### src/rtl/dot_matrix_row_scanner.sv
`default_nettype none
// ============================================================================
// Module      : dot_matrix_row_scanner
// Description : Row-multiplexed driver for a 3-column x 5-row LED matrix.
//               Captures a 15-bit 3x5 dot pattern into a shadow register and
//               scans it one row at a time. Each row is preceded by an
//               all-off blanking gap. The displayed pattern is swapped in
//               only at frame start, so a symbol never tears mid-frame.
// Ports       : clk        - system clock, rising edge
//               rst        - asynchronous active-high reset
//               dots_in    - pattern, row r = dots_in[14-3r -: 3], MSB = left
//               load       - 1-cycle strobe, capture dots_in into shadow
//               enable     - 1 = scan, 0 = display off
//               row_sel    - one-hot row drive, bit r = row r (row 0 = top)
//               col_out    - column drive, col_out[2] = left column
//               frame_done - 1-cycle pulse after row 4 finishes driving
// Revision    : 1.0 - initial release
// ============================================================================
module dot_matrix_row_scanner #(
    parameter int ROW_CYCLES   = 1000,
    parameter int BLANK_CYCLES = 16
) (
    input  logic        clk,
    input  logic        rst,
    input  logic [14:0] dots_in,
    input  logic        load,
    input  logic        enable,
    output logic [4:0]  row_sel,
    output logic [2:0]  col_out,
    output logic        frame_done
);

    localparam int MAX_CYCLES = (ROW_CYCLES > BLANK_CYCLES) ? ROW_CYCLES : BLANK_CYCLES;
    localparam int CNT_W      = $clog2(MAX_CYCLES + 1);

    localparam logic [CNT_W-1:0] ROW_LAST   = CNT_W'(ROW_CYCLES - 1);
    // With no blanking the BLANK state is never entered; clamp to keep width legal.
    localparam logic [CNT_W-1:0] BLANK_LAST = CNT_W'((BLANK_CYCLES > 0) ? BLANK_CYCLES - 1 : 0);
    localparam logic [CNT_W-1:0] CNT_ONE    = CNT_W'(1);

    typedef enum logic [1:0] {
        IDLE  = 2'd0,
        BLANK = 2'd1,
        DRIVE = 2'd2
    } state_t;

    // State entered at the start of every row.
    localparam state_t ROW_ENTRY = (BLANK_CYCLES == 0) ? DRIVE : BLANK;

    state_t             state, state_n;
    logic [2:0]         row, row_n;
    logic [CNT_W-1:0]   cnt, cnt_n;
    logic [14:0]        shadow;
    logic [14:0]        active, active_n;
    logic [14:0]        swap_val;
    logic               wrap;

    function automatic logic [2:0] row_cols(input logic [14:0] pat, input logic [2:0] r);
        logic [2:0] c;
        case (r)
            3'd0:    c = pat[14:12];
            3'd1:    c = pat[11:9];
            3'd2:    c = pat[8:6];
            3'd3:    c = pat[5:3];
            3'd4:    c = pat[2:0];
            default: c = 3'b000;
        endcase
        return c;
    endfunction

    // A load coinciding with the swap bypasses the shadow so the newest value wins.
    assign swap_val = load ? dots_in : shadow;

    always_comb begin
        state_n  = state;
        row_n    = row;
        cnt_n    = cnt + CNT_ONE;
        active_n = active;
        wrap     = 1'b0;
        case (state)
            IDLE: begin
                cnt_n = '0;
                row_n = 3'd0;
                if (enable) begin
                    state_n  = ROW_ENTRY;
                    active_n = swap_val;
                end
            end
            BLANK: begin
                if (!enable) begin
                    state_n = IDLE;
                    row_n   = 3'd0;
                    cnt_n   = '0;
                end else if (cnt == BLANK_LAST) begin
                    state_n = DRIVE;
                    cnt_n   = '0;
                end
            end
            DRIVE: begin
                if (!enable) begin
                    state_n = IDLE;
                    row_n   = 3'd0;
                    cnt_n   = '0;
                end else if (cnt == ROW_LAST) begin
                    state_n = ROW_ENTRY;
                    cnt_n   = '0;
                    if (row == 3'd4) begin
                        row_n    = 3'd0;
                        active_n = swap_val;
                        wrap     = 1'b1;
                    end else begin
                        row_n = row + 3'd1;
                    end
                end
            end
            default: begin
                state_n = IDLE;
                row_n   = 3'd0;
                cnt_n   = '0;
            end
        endcase
    end

    // Outputs are registered from the next-state values so they line up with
    // the state they describe.
    always_ff @(posedge clk or posedge rst) begin
        if (rst) begin
            state      <= IDLE;
            row        <= 3'd0;
            cnt        <= '0;
            shadow     <= 15'd0;
            active     <= 15'd0;
            row_sel    <= 5'd0;
            col_out    <= 3'd0;
            frame_done <= 1'b0;
        end else begin
            state      <= state_n;
            row        <= row_n;
            cnt        <= cnt_n;
            active     <= active_n;
            frame_done <= wrap;
            if (load) begin
                shadow <= dots_in;
            end
            if (state_n == DRIVE) begin
                row_sel <= 5'b00001 << row_n;
                col_out <= row_cols(active_n, row_n);
            end else begin
                row_sel <= 5'd0;
                col_out <= 3'd0;
            end
        end
    end

endmodule
`default_nettype wire

### config.mk
export PLATFORM = sky130hd
export DESIGN_NAME = dot_matrix_row_scanner
export DESIGN_NICKNAME = d
export VERILOG_FILES = /design/src/rtl/dot_matrix_row_scanner.sv
export SDC_FILE = /design/constraint.sdc
export NUM_CORES = 1
export LEC_CHECK = 0
export ABC_AREA = 1
export ABC_CLOCK_PERIOD_IN_PS = 2550
export BUFFER_PORTS_ARGS = -buffer_cell sky130_fd_sc_hd__buf_2
export CAP_MARGIN = 20
export CORE_ASPECT_RATIO = 1.4
export CORE_UTILIZATION = 25
export CTS_CLUSTER_SIZE = 10
export DETAILED_ROUTE_END_ITERATION = 12
export PLACE_DENSITY = 0.47
export SLEW_MARGIN = 10
export SYNTH_ARGS = -nofsm -noshare
export SYNTH_HDL_FRONTEND = slang
export SYNTH_SLANG_ARGS = --single-unit
### constraint.sdc
create_clock -name clk -period 2.55 [get_ports clk]
set_input_delay 0.1275 -clock clk [delete_from_list [all_inputs] [get_ports clk]]
set_output_delay 0.1275 -clock clk [all_outputs]
set_load 0.05 [all_outputs]
# Word level (Yosys, flattened, before mapping)
# Cells that the tools add are included.
# op_classes
muxes,29
eq_ne,10
n_shift,1
n_addsub,2
reduce_logical,2
# op_table
operator,count
15-bit two-way mux,5
10-bit two-way mux,4
15-bit one-hot mux with 2 select lines,1
10-bit one-hot mux with 2 select lines,1
3-bit two-way mux,5
3-bit one-hot mux with 5 select lines,1
10-bit by 1-bit adder with 10-bit output (second input constant),1
10-bit == test (second input constant),1
10-bit by 4-bit == test with 1-bit output (second input constant),1
2-bit two-way mux,5
3-bit by 2-bit == test with 1-bit output (second input constant),2
3-bit == test (second input constant),2
2-bit one-hot mux with 3 select lines,1
3-bit one-hot mux with 2 select lines,1
5-bit two-way mux,1
1-bit by 3-bit << shifter with 5-bit output (first input constant),1
2-bit == test (second input constant),2
1-bit two-way mux,4
3-bit by 1-bit adder with 3-bit output (second input constant),1
3-bit by 1-bit == test with 1-bit output (second input constant),1
3-bit zero test,1
2-bit by 1-bit == test with 1-bit output (second input constant),1
2-bit zero test,1
# totals
out_inout_bits,9
reg_bits,54
in_bits,19

# Depth between registers and ports, before layout
# depth
word_depth,8
mapped_depth,16
mapped_depth_nobuf,16

# Worst setup path before layout
# OpenSTA, ideal clock, no wires.
# synth_timing
path_type,reg2reg
start,reg state[0]
end,reg col_out[1]
t_arrival_ns,1.685
path_stages_with_launch,13
path_buffers,1
period_less_slack_ns,1.810
path_slack_ns,0.740
t_required_ns,2.425
path_cell_list,dfrtp_1 -> inv_1 -> ha_1 -> buf_2 -> inv_1 -> nor2_1 -> nand2_1 -> a21oi_1 -> nor2_2 -> nand3_1 -> nand3_1 -> nor2_1 -> nor2_1
# synth_via
elab_chain_cells,5
# synth_rtl
item,line_no,rtl
start: declaration,50,"state_t state, state_n;"
start signal: assignment,137,state <= state_n;
2-bit == test or 2-bit by 1-bit == test with 1-bit output (tied branches),80,case (state)
3-bit one-hot mux with 2 select lines *,80,
via row_n[1],51,"logic [2:0] row, row_n;"
3-bit == test (tied with other cells),60,case (r)
3-bit one-hot mux with 5 select lines *,60,
3-bit two-way mux *,145,if (state_n == DRIVE) begin
end signal: assignment,147,"col_out <= row_cols(active_n, row_n);"
end: declaration,29,"output logic [2:0] col_out,"
# Mark *: on every way through the listed nets, which the timed path passes. The rest lies on a longest branch.

# Final worst setup path
# layout_timing
start,reg state[0]
end,reg col_out[2]
# layout_rtl
item,line_no,rtl
2-bit == test or 2-bit zero test (tied branches),80,
15-bit one-hot mux with 2 select lines *,80,
via active_n[5],54,"logic [14:0] active, active_n;"
3-bit one-hot mux with 5 select lines *,60,
3-bit two-way mux *,145,
# Marked as above.

==> out/metrics.cfg <==
[sta]
worst_pin_slew_ps = 498
grt_setup_unrepaired = no
period_share_pct = 81.4
finalSetupTns_ps = 0
finalHoldViolations = 0
setup-violations-final = 0
finClkSkew_ps = 6.78
final-max-slew-violation-count = 0
timing.final.ws_setup_ps = 473
fin_crit_ps = 2080
fmax_mhz = 481
relSlewSlack_pct = 66.6

[logic_synthesis]
synth_top_area_cell = dfrtp_1
synth_top_area_share_pct = 47.2
syn_nets = 396
synth-seq-cells = 54
yosys.cell_types.count = 31
yosysWarnings = 0
avgSynthCellArea_um2 = 7.74
synth_area_leaders = dfrtp_1 47%, nand2_1 16%, inv_1 6.6%
syn-instance-count = 370
syn_area_um2 = 2860
synth_seq_area_share_pct = 47.2

[global_route]
grt_pass1_vias = 2358
grt_pass1_wl_um = 11200
grt_max_degree = 21
grt_overflow = 0
grt.total_usage_pct = 12.1
grt_antenna_before_repair = 0

[clock_network]
cts_buffers = 5
clockBufferDepth = 2
cts-resized-gates = 0
clk_pin_slew_ps = 80
post-cts-setup-buffer-count = 0
cts_sinks = 54
htreeDepth = 2
clkLatencyLatePin_ps = 290
cts_tree = done
clock-root-buffer = clkbuf_16

[placed_design]
dp_hpwl_um = 5140
dp_slack_ps = 473
port_buffers = 27
place.gp.congestion = 0.864

[die]
rows = 45
core_um2 = 11000
dieArea_um2 = 11900
die_y_um = 129
chipWidth_um = 92.4
initial_core_util_pct = 26.1
ios = 28

[drt]
routed_wl_um = 6490
drt_pass1_iterations = 4
detail-route-antenna-nets = 0
highest_layer = met4
wl_per_cell_um = 11.9
met1_length_um = 2700
vias = 2331
met2_wirelength_um = 3510
drc = 0
drt_iter0_markers = 112
wl_met3_um = 165
viasPerCell = 4.27

[final_layout]
n_fill_cell = 1195
area_delta_synth_final_pct = 17.0
seqCellArea_um2 = 1350
fin_nets = 430
drive_above_1_share_pct = 16.3
antenna-diode-count = 0
multi_input_area_um2 = 1280

[power]
powerDensity_nw_per_um2 = 730
ir_worst_vdd_uv = 341
leakagePower_nw = 1.77
total_power_mw = 2.45

[run_status]
status = completed

[setup_path]
startpoint_type = flip-flop
arrival_ps = 2300
worstPathRequired_ps = 2770
critical_path_class = reg2reg
end_kind = flip-flop
critPathMaxFanout = 10

[worst_hold_path]
holdCritPathClass = in2reg

[flow_run]
maxCapViolCount = 0

[what timing repair did]
item,4_1_cts,5_1_grt
setup endpoints to repair,0,0
hold buffers,1,0
hold endpoints to repair,18,0
[sequential cells by signal, summed over array words and instances (netlist names)]
register / count
row: 3
cnt: 10
col_out: 3
shadow: 15
state: 2
row_sel: 5
frame_done: 1
active: 15
[synthesized netlist by cell type]
library cell and instances:
o21ai_1 2, nor2_2 3, nand3b_1 2, xnor2_1 1, nand3_2 5, buf_2 4, nand2_4 3, nand4_1 4
inv_1 50, nor3_1 4, nand3_1 19, ha_1 7, nor2_1 33, nand4_4 1, dfrtp_1 54, xor2_1 2
clkinv_2 1, o21ai_0 10, o211ai_1 1, o21a_1 6, clkinv_1 2, a22oi_1 2, a21oi_1 17, inv_2 1
nand2_2 8, nor3_2 1, nor4_1 1, clkbuf_1 2, nor2_4 2, o21bai_1 1, nand2_1 121
[kinds of logic after synthesis]
kind of cell | share of synthesized area (%)
simple gates | 33.0
buf+inv | 8.09
flops | 47.2
compound gates | 7.69
fa+ha+maj | 3.06
xor+xnor | 0.918
[final timing paths]
kind	slack, ps	end	startpoint	cells past startpoint
max in group asynchronous	1570	state[0]	rst	4
max	470	col_out[2]	state[0]	12
min in group asynchronous	380	row_sel[0]	rst	3
min reg2reg	470	shadow[3]	shadow[3]	2
max reg2reg	470	col_out[2]	state[0]	12
min	60	shadow[3]	dots_in[3]	3
[critical path, stage by stage (launching register included)]
cell and delay [ps]:
dfrtp_1 400, inv_1 120, ha_1 210, clkinv_1 250
nor2_1 230, nor2_1 60, nand2_1 280, nand2_1 90
nand2_1 90, nand2_1 60, o21ai_1 80, nor2_1 60
nor2_1 70
[final cells by class]
| cell class | count | area share (%) |
|---|---|---|
| multi-input cells | 256 | 38.2 |
| clock buffers | 5 | 3.74 |
| clock inverters | 3 | 0.859 |
| repair buffers | 33 | 5.46 |
| well taps | 141 | 5.27 |
| inverters | 54 | 6.09 |
| flip-flops and latches | 54 | 40.4 |
[cell usage in the layout (no fill, tap or decap)]
cell type        n
nor4_1           1
xnor2_1          1
ha_1             7
a21oi_1         17
nand4_1          4
nand3_2          5
nor3_1           4
inv_2            2
xor2_1           2
o21ai_1          2
nor2_4           2
clkinv_1         2
o21a_1           6
nand2_2          8
o21bai_1         1
nor2_2           3
buf_4            5
dlygate4sd3_1    1
dfrtp_1         54
nand3_1         19
clkbuf_16        5
o211ai_1         1
clkinv_2         1
clkinv_4         2
nor2_1          33
inv_1           49
a22oi_1          2
nand2_1        121
buf_2           27
inv_8            1
o21ai_0         10
nand4_4          1
nand2_4          3
nor3_2           1
nand3b_1         2
[per-stage QoR]
| step | util [%] | hold slack, ps | area, µm² | instances |
|---|---|---|---|---|
| finish | 30.5 | 57.5 | 3350 | 546 |
| global route | 30.5 | 71.5 | 3350 | 546 |
| floorplan | - | 260 | 2860 | 370 |
| global placement | 29.0 | 150 | 3180 | 537 |
| CTS | 30.5 | 55.6 | 3350 | 546 |
| detailed placement | 29.0 | 158 | 3180 | 537 |
[per-layer routing]
layer,up-vias,global-route usage [%]
met4,0,4.32
met5,-,0
met1,1078,14.0
met3,7,1.83
li1,1215,-
met2,31,22.4
[power breakdown]
part	switching [mW]	internal [mW]
clock	0.326	0.375
sequential	0.0516	1.00
combinational	0.472	0.219
total	0.850	1.60
Power figures use the tool's default switching activity.
